--- src/rtl/mem_pkg.sv ---
// Shared types for the memory port arbiter: write-size encoding, arbiter
// states, the latched request record and small width helpers.
package mem_pkg;

  // Widest address/data the latched request record can carry.
  localparam int MEM_ADDR_W = 32;
  localparam int MEM_DATA_W = 32;

  typedef enum logic [1:0] {
    WS_BYTE = 2'd0,
    WS_HALF = 2'd1,
    WS_WORD = 2'd2
  } ws_t;

  typedef enum logic {
    ARB_IDLE = 1'b0,
    ARB_BUSY = 1'b1
  } arb_state_t;

  typedef struct packed {
    logic [MEM_ADDR_W-1:0] addr;
    logic [MEM_DATA_W-1:0] wdata;
    ws_t                   ws;
    logic                  wr;
  } mem_req_t;

  // Bits needed to index n items, never less than one.
  function automatic int idx_w(input int n);
    return (n > 1) ? $clog2(n) : 1;
  endfunction

  // Bits needed to count 0..t, never less than one.
  function automatic int cnt_w(input int t);
    return (t > 0) ? $clog2(t + 1) : 1;
  endfunction

endpackage

--- src/rtl/rr_arbiter.sv ---
// Combinational channel picker: round-robin scan starting at a pointer, or
// fixed priority (lowest index first). Masked channels are never picked.
module rr_arbiter
  import mem_pkg::*;
#(
  parameter int N  = 2,
  parameter int PW = idx_w(N)
) (
  input  logic [N-1:0]  i_req,
  input  logic [N-1:0]  i_mask,
  input  logic [PW-1:0] i_ptr,
  input  logic          i_rr_mode,
  output logic [N-1:0]  o_grant,
  output logic [PW-1:0] o_idx,
  output logic          o_any
);

  localparam logic [PW:0] N_L = (PW+1)'(N);

  logic [N-1:0] w_elig;

  assign w_elig = i_req & ~i_mask;

  // Walk the channels from the scan start and take the first eligible one
  always_comb begin
    logic [PW:0]   sum;
    logic [PW-1:0] pos;
    o_grant = '0;
    o_idx   = '0;
    o_any   = 1'b0;
    sum     = '0;
    pos     = '0;
    for (int k = 0; k < N; k++) begin
      if (i_rr_mode) begin
        sum = {1'b0, i_ptr} + (PW+1)'(k);
        if (sum >= N_L) sum = sum - N_L;
        pos = sum[PW-1:0];
      end else begin
        pos = PW'(k);
      end
      if (!o_any && w_elig[pos]) begin
        o_any        = 1'b1;
        o_grant[pos] = 1'b1;
        o_idx        = pos;
      end
    end
  end

endmodule

--- src/rtl/mem_port_arbiter.sv ---
// Merges NCH req/rdy cache channels onto one downstream memory port.
// A granted request is latched, presented to memory until mem_rdy (or a
// timeout), and completed with a one-cycle rdy pulse to its channel. The
// channel that just completed sits out the next arbitration cycle.
module mem_port_arbiter
  import mem_pkg::*;
#(
  parameter int NCH     = 2,
  parameter int ADDR_W  = MEM_ADDR_W,
  parameter int DATA_W  = MEM_DATA_W,
  parameter int RR_MODE = 1,
  parameter int TIMEOUT = 0
) (
  input  logic                  clock,
  input  logic                  reset,
  input  logic [NCH*ADDR_W-1:0] ch_addr,
  input  logic [NCH*DATA_W-1:0] ch_wdata,
  input  logic [NCH*2-1:0]      ch_ws,
  input  logic [NCH-1:0]        ch_wr,
  input  logic [NCH-1:0]        ch_req,
  output logic [DATA_W-1:0]     ch_rdata,
  output logic [NCH-1:0]        ch_rdy,
  output logic                  ch_err,
  output logic [ADDR_W-1:0]     mem_addr,
  output logic [DATA_W-1:0]     mem_wdata,
  output logic [1:0]            mem_ws,
  output logic                  mem_wr,
  output logic                  mem_req,
  input  logic [DATA_W-1:0]     mem_rdata,
  input  logic                  mem_rdy
);

  localparam int PW    = idx_w(NCH);
  localparam int TW    = cnt_w(TIMEOUT);
  localparam int TLAST = (TIMEOUT > 0) ? TIMEOUT - 1 : 0;
  localparam logic [PW-1:0] LAST_CH = PW'(NCH - 1);

  arb_state_t     r_state;
  arb_state_t     w_state_nxt;
  mem_req_t       r_lat;
  mem_req_t       w_sel;
  logic [PW-1:0]  r_gidx;
  logic [NCH-1:0] r_gnt;
  logic [PW-1:0]  r_ptr;
  logic [NCH-1:0] r_mask;
  logic [NCH-1:0] r_rdy;
  logic           r_err;
  logic [DATA_W-1:0] r_rdata;
  logic [TW-1:0]  r_timer;

  logic [NCH-1:0] w_grant;
  logic [PW-1:0]  w_gidx;
  logic           w_any;
  logic           w_take;
  logic           w_done;
  logic           w_tout;

  rr_arbiter #(
    .N  (NCH),
    .PW (PW)
  ) u_rr (
    .i_req     (ch_req),
    .i_mask    (r_mask),
    .i_ptr     (r_ptr),
    .i_rr_mode (RR_MODE != 0),
    .o_grant   (w_grant),
    .o_idx     (w_gidx),
    .o_any     (w_any)
  );

  // Pick out the granted channel's request fields for the latch
  always_comb begin
    w_sel       = '0;
    w_sel.addr  = MEM_ADDR_W'(ch_addr[int'(w_gidx)*ADDR_W +: ADDR_W]);
    w_sel.wdata = MEM_DATA_W'(ch_wdata[int'(w_gidx)*DATA_W +: DATA_W]);
    w_sel.ws    = ws_t'(ch_ws[int'(w_gidx)*2 +: 2]);
    w_sel.wr    = ch_wr[w_gidx];
  end

  // Next-state decode: grant in IDLE, finish on mem_rdy or timeout in BUSY
  always_comb begin
    w_state_nxt = r_state;
    w_take      = 1'b0;
    w_done      = 1'b0;
    w_tout      = 1'b0;
    case (r_state)
      ARB_IDLE: begin
        if (w_any) begin
          w_state_nxt = ARB_BUSY;
          w_take      = 1'b1;
        end
      end
      ARB_BUSY: begin
        // mem_rdy takes precedence over a timeout landing on the same cycle
        if (mem_rdy) begin
          w_state_nxt = ARB_IDLE;
          w_done      = 1'b1;
        end else if ((TIMEOUT > 0) && (r_timer == TW'(TLAST))) begin
          w_state_nxt = ARB_IDLE;
          w_tout      = 1'b1;
        end
      end
      default: w_state_nxt = ARB_IDLE;
    endcase
  end

  // State register
  always_ff @(posedge clock or posedge reset) begin
    if (reset) r_state <= ARB_IDLE;
    else       r_state <= w_state_nxt;
  end

  // Request latch, wait timer, rr pointer and completion pulse registers
  always_ff @(posedge clock or posedge reset) begin
    if (reset) begin
      r_lat   <= '0;
      r_gidx  <= '0;
      r_gnt   <= '0;
      r_ptr   <= '0;
      r_mask  <= '0;
      r_rdy   <= '0;
      r_err   <= 1'b0;
      r_rdata <= '0;
      r_timer <= '0;
    end else begin
      r_rdy  <= '0;
      r_mask <= '0;
      r_err  <= 1'b0;
      if (w_take) begin
        r_lat   <= w_sel;
        r_gidx  <= w_gidx;
        r_gnt   <= w_grant;
        r_timer <= '0;
      end
      if ((TIMEOUT > 0) && (r_state == ARB_BUSY) && !w_done && !w_tout) begin
        r_timer <= r_timer + TW'(1);
      end
      if (w_done || w_tout) begin
        r_rdy   <= r_gnt;
        r_mask  <= r_gnt;
        r_err   <= w_tout;
        r_rdata <= w_tout ? '0 : mem_rdata;
        r_ptr   <= (r_gidx == LAST_CH) ? '0 : r_gidx + PW'(1);
      end
    end
  end

  assign mem_req   = (r_state == ARB_BUSY);
  assign mem_addr  = ADDR_W'(r_lat.addr);
  assign mem_wdata = DATA_W'(r_lat.wdata);
  assign mem_ws    = r_lat.ws;
  assign mem_wr    = r_lat.wr;
  assign ch_rdy    = r_rdy;
  assign ch_err    = r_err;
  assign ch_rdata  = r_rdata;

endmodule

--- config.mk ---
export PLATFORM = sky130hd
export DESIGN_NAME = mem_port_arbiter
export DESIGN_NICKNAME = d
export VERILOG_FILES = /design/src/rtl/mem_pkg.sv /design/src/rtl/rr_arbiter.sv /design/src/rtl/mem_port_arbiter.sv
export SDC_FILE = /design/constraint.sdc
export NUM_CORES = 1
export LEC_CHECK = 0
export BUFFER_PORTS_ARGS = -buffer_cell sky130_fd_sc_hd__clkbuf_2
export CAP_MARGIN = 25
export CORE_MARGIN = 3
export CORE_UTILIZATION = 47
export DETAILED_ROUTE_END_ITERATION = 7
export PLACE_DENSITY = 0.81
export SLEW_MARGIN = 30
export SYNTH_ARGS = -nofsm -noshare
export SYNTH_HDL_FRONTEND = slang
export SYNTH_SLANG_ARGS = --single-unit
--- constraint.sdc ---
create_clock -name clock -period 3.7 [get_ports clock]
set_input_delay 0.37 -clock clock [delete_from_list [all_inputs] [get_ports clock]]
set_output_delay 0.37 -clock clock [all_outputs]
set_load 0.1 [all_outputs]
==> metrics.cfg <==
[clock_network]
cts_hold_buf=0
cts-root-buf=clkbuf_16
cts_setup_buffers=0
numClockSinks=106
clk_latency_ns=0.34
ctsLongestPathBuffers=2
cts_tree=yes
cts.reportedPaths.clkPinSlew_ns=0.08
cts_resized=0
cts_buffers=9
cts.htree.levels=3

[placed_design]
io_buffers=272
dp.cells=853
dp_hpwl_mm=11.8
placed_area_um2=7110
gp_congestion=0.823

[global_routing]
grt.overflow.total=0
top_usage_layer=met2
grt_pass1_vias=5333
globalRouteMet1Util_pct=32.5
grt_max_degree=88
grtUsageMet3_pct=5.96
track_usage_pct=24.9
grt_pass1_wl_mm=27.1
gr-usage-met2_pct=40.9
antenna_found_initial=0

[finish]
area_growth_pct=29.3
multiInputGateArea_um2=2790
final_area_um2=7450
diodes=0
final_cell_mix=clkbuf_2, dfrtp_1, and3b_1, o21ai_0, a2bb2oi_1
fillers=927
regArea_um2=2660
fin_cells=869
fin_util_pct=63.6
final_nets=892
final_common_cell=clkbuf_2
layout-drive-gt1-share_pct=51.0

[floorplanning]
fp.dieW_um=117
num_io_pins=274
row_count=39
dieArea_um2=13600
start_util_pct=49.2
fp.dieH_um=117
core_area_um2=11700

[synthesis]
synth.largest_area_cell=dfrtp_1
syn_nets=669
synth-seq-cells=106
synth_top_area_share_pct=46.0
synth_top_cells_by_area=dfrtp_1, a2bb2oi_1, and3b_1
synth_area_um2=5760
ys_seq_area_share_pct=46.0
yosysUniqueCellTypes=26
syn_inst=498
syn_avg_cell_area_um2=11.6
ys_warn_count=0

[sta]
slew_headroom_pct=35.4
skew_ns=0.00763
finalSetupTns_ns=0
tightest_slew_ns=0.970
drv_slew=0
fin_crit_sh_pct=60.2
hold_viol=0
setup_viol=0
rsz0062_at_grt=no
fmax_mhz=449
finalCriticalPeriod_ns=2.23

[detailed_routing]
drc_errors=0
dr.first_iter.drc_count=490
wl_per_cell_um=20.4
via_count=5369
first_pass_iters=4
drt-total-wl_mm=17.7
viasPerCell=6.18
ant_nets=0

[worst_hold_path]
worstHoldPathType=in2async

[worst_setup_path]
end_kind=flop
critPathRequiredTime_ns=3.97
rr_startpoint=ch_rdy[1]
crit_path_start_kind=flop
critical_path_class=reg2reg
arrival_ns=2.49
startpoint=ch_rdy[1]
cp_max_fo=87

[flow_run]
drv_cap=0

[status]
status=finished, final reports clean

## Yosys cell counts
cell         n
dfrtp_1    106
a2bb2oi_1   67
and3b_1     67
o21ai_0     67
a221oi_1    37
clkbuf_1    35
mux2_2      32
a221oi_2    30
buf_2       20
buf_1        8
buf_4        4
buf_6        4
nand2b_1     3
and3_1       2
inv_1        2
nand2_1      2
o21ai_1      2
o2bb2ai_1    2
a21o_1       1
a21oi_2      1
clkbuf_2     1
conb_1       1
nor2_1       1
nor3b_1      1
o22a_1       1
or3b_1       1
## state kept, by name, indices dropped and copies added, names as in the netlist
signal,cells
ch_rdata,32
mem_addr,32
mem_wdata,32
ch_rdy,2
mem_ws,2
r_gnt,2
mem_req,1
mem_wr,1
r_gidx,1
r_ptr,1
## stage by stage
| step | worst slack, ns | hold slack (ns) |
|---|---|---|
| after floorplan | 0.541 | 0.440 |
| after CTS | 1.52 | 0.0518 |
| after global routing | 1.31 | 0.0787 |
| after global placement | 1.44 | 0.410 |
| final | 1.47 | 0.0476 |
| after detailed placement | 1.34 | 0.423 |
## critical path, stage by stage, from the launching register on
cell	delay (ns)
dfrtp_2	0.36
nand2b_4	0.44
buf_4	0.80
a221oi_1	0.26
a2bb2oi_1	0.21
## final timing paths
path | cells past startpoint | to | slack, ns
min reg2reg | 1 | r_ptr | 0.47
min | 2 | ch_rdata[8] | 0.05
max | 4 | mem_addr[29] | 1.47
max reg2reg | 4 | mem_addr[29] | 1.47
min in group clock | 2 | mem_req | 0.25
max in group asynchronous | 3 | ch_rdata[16] | 2.80
## area by class of cell
cell class,count,share of cell area [%]
multi-input combinational,318,37.5
sequential,106,35.7
timing repair buffer,284,19.8
clock buffer,9,3.02
tap,143,2.40
clock inverter,7,1.46
inverter,2,0.134
## kinds of logic (layout without fill, tap and decap cells)
group | count (synthesis) | after routing | share of synthesized area [%]
simple gates | 77 | 77 | 11.2
compound gates | 208 | 208 | 30.4
other cells | 1 | 1 | 0.0651
flops | 106 | 106 | 46.0
mux | 32 | 32 | 6.26
buf+inv | 74 | 302 | 6.06
## layer usage
layer,routed length [µm],part of all wire (%)
met4,414,2.3
met3,1330,7.5
met2,8730,49
met1,7240,41
met5,0,0
Power is not shown: default switching activity piles up to over one toggle a cycle in this logic, so the estimate is an artifact.
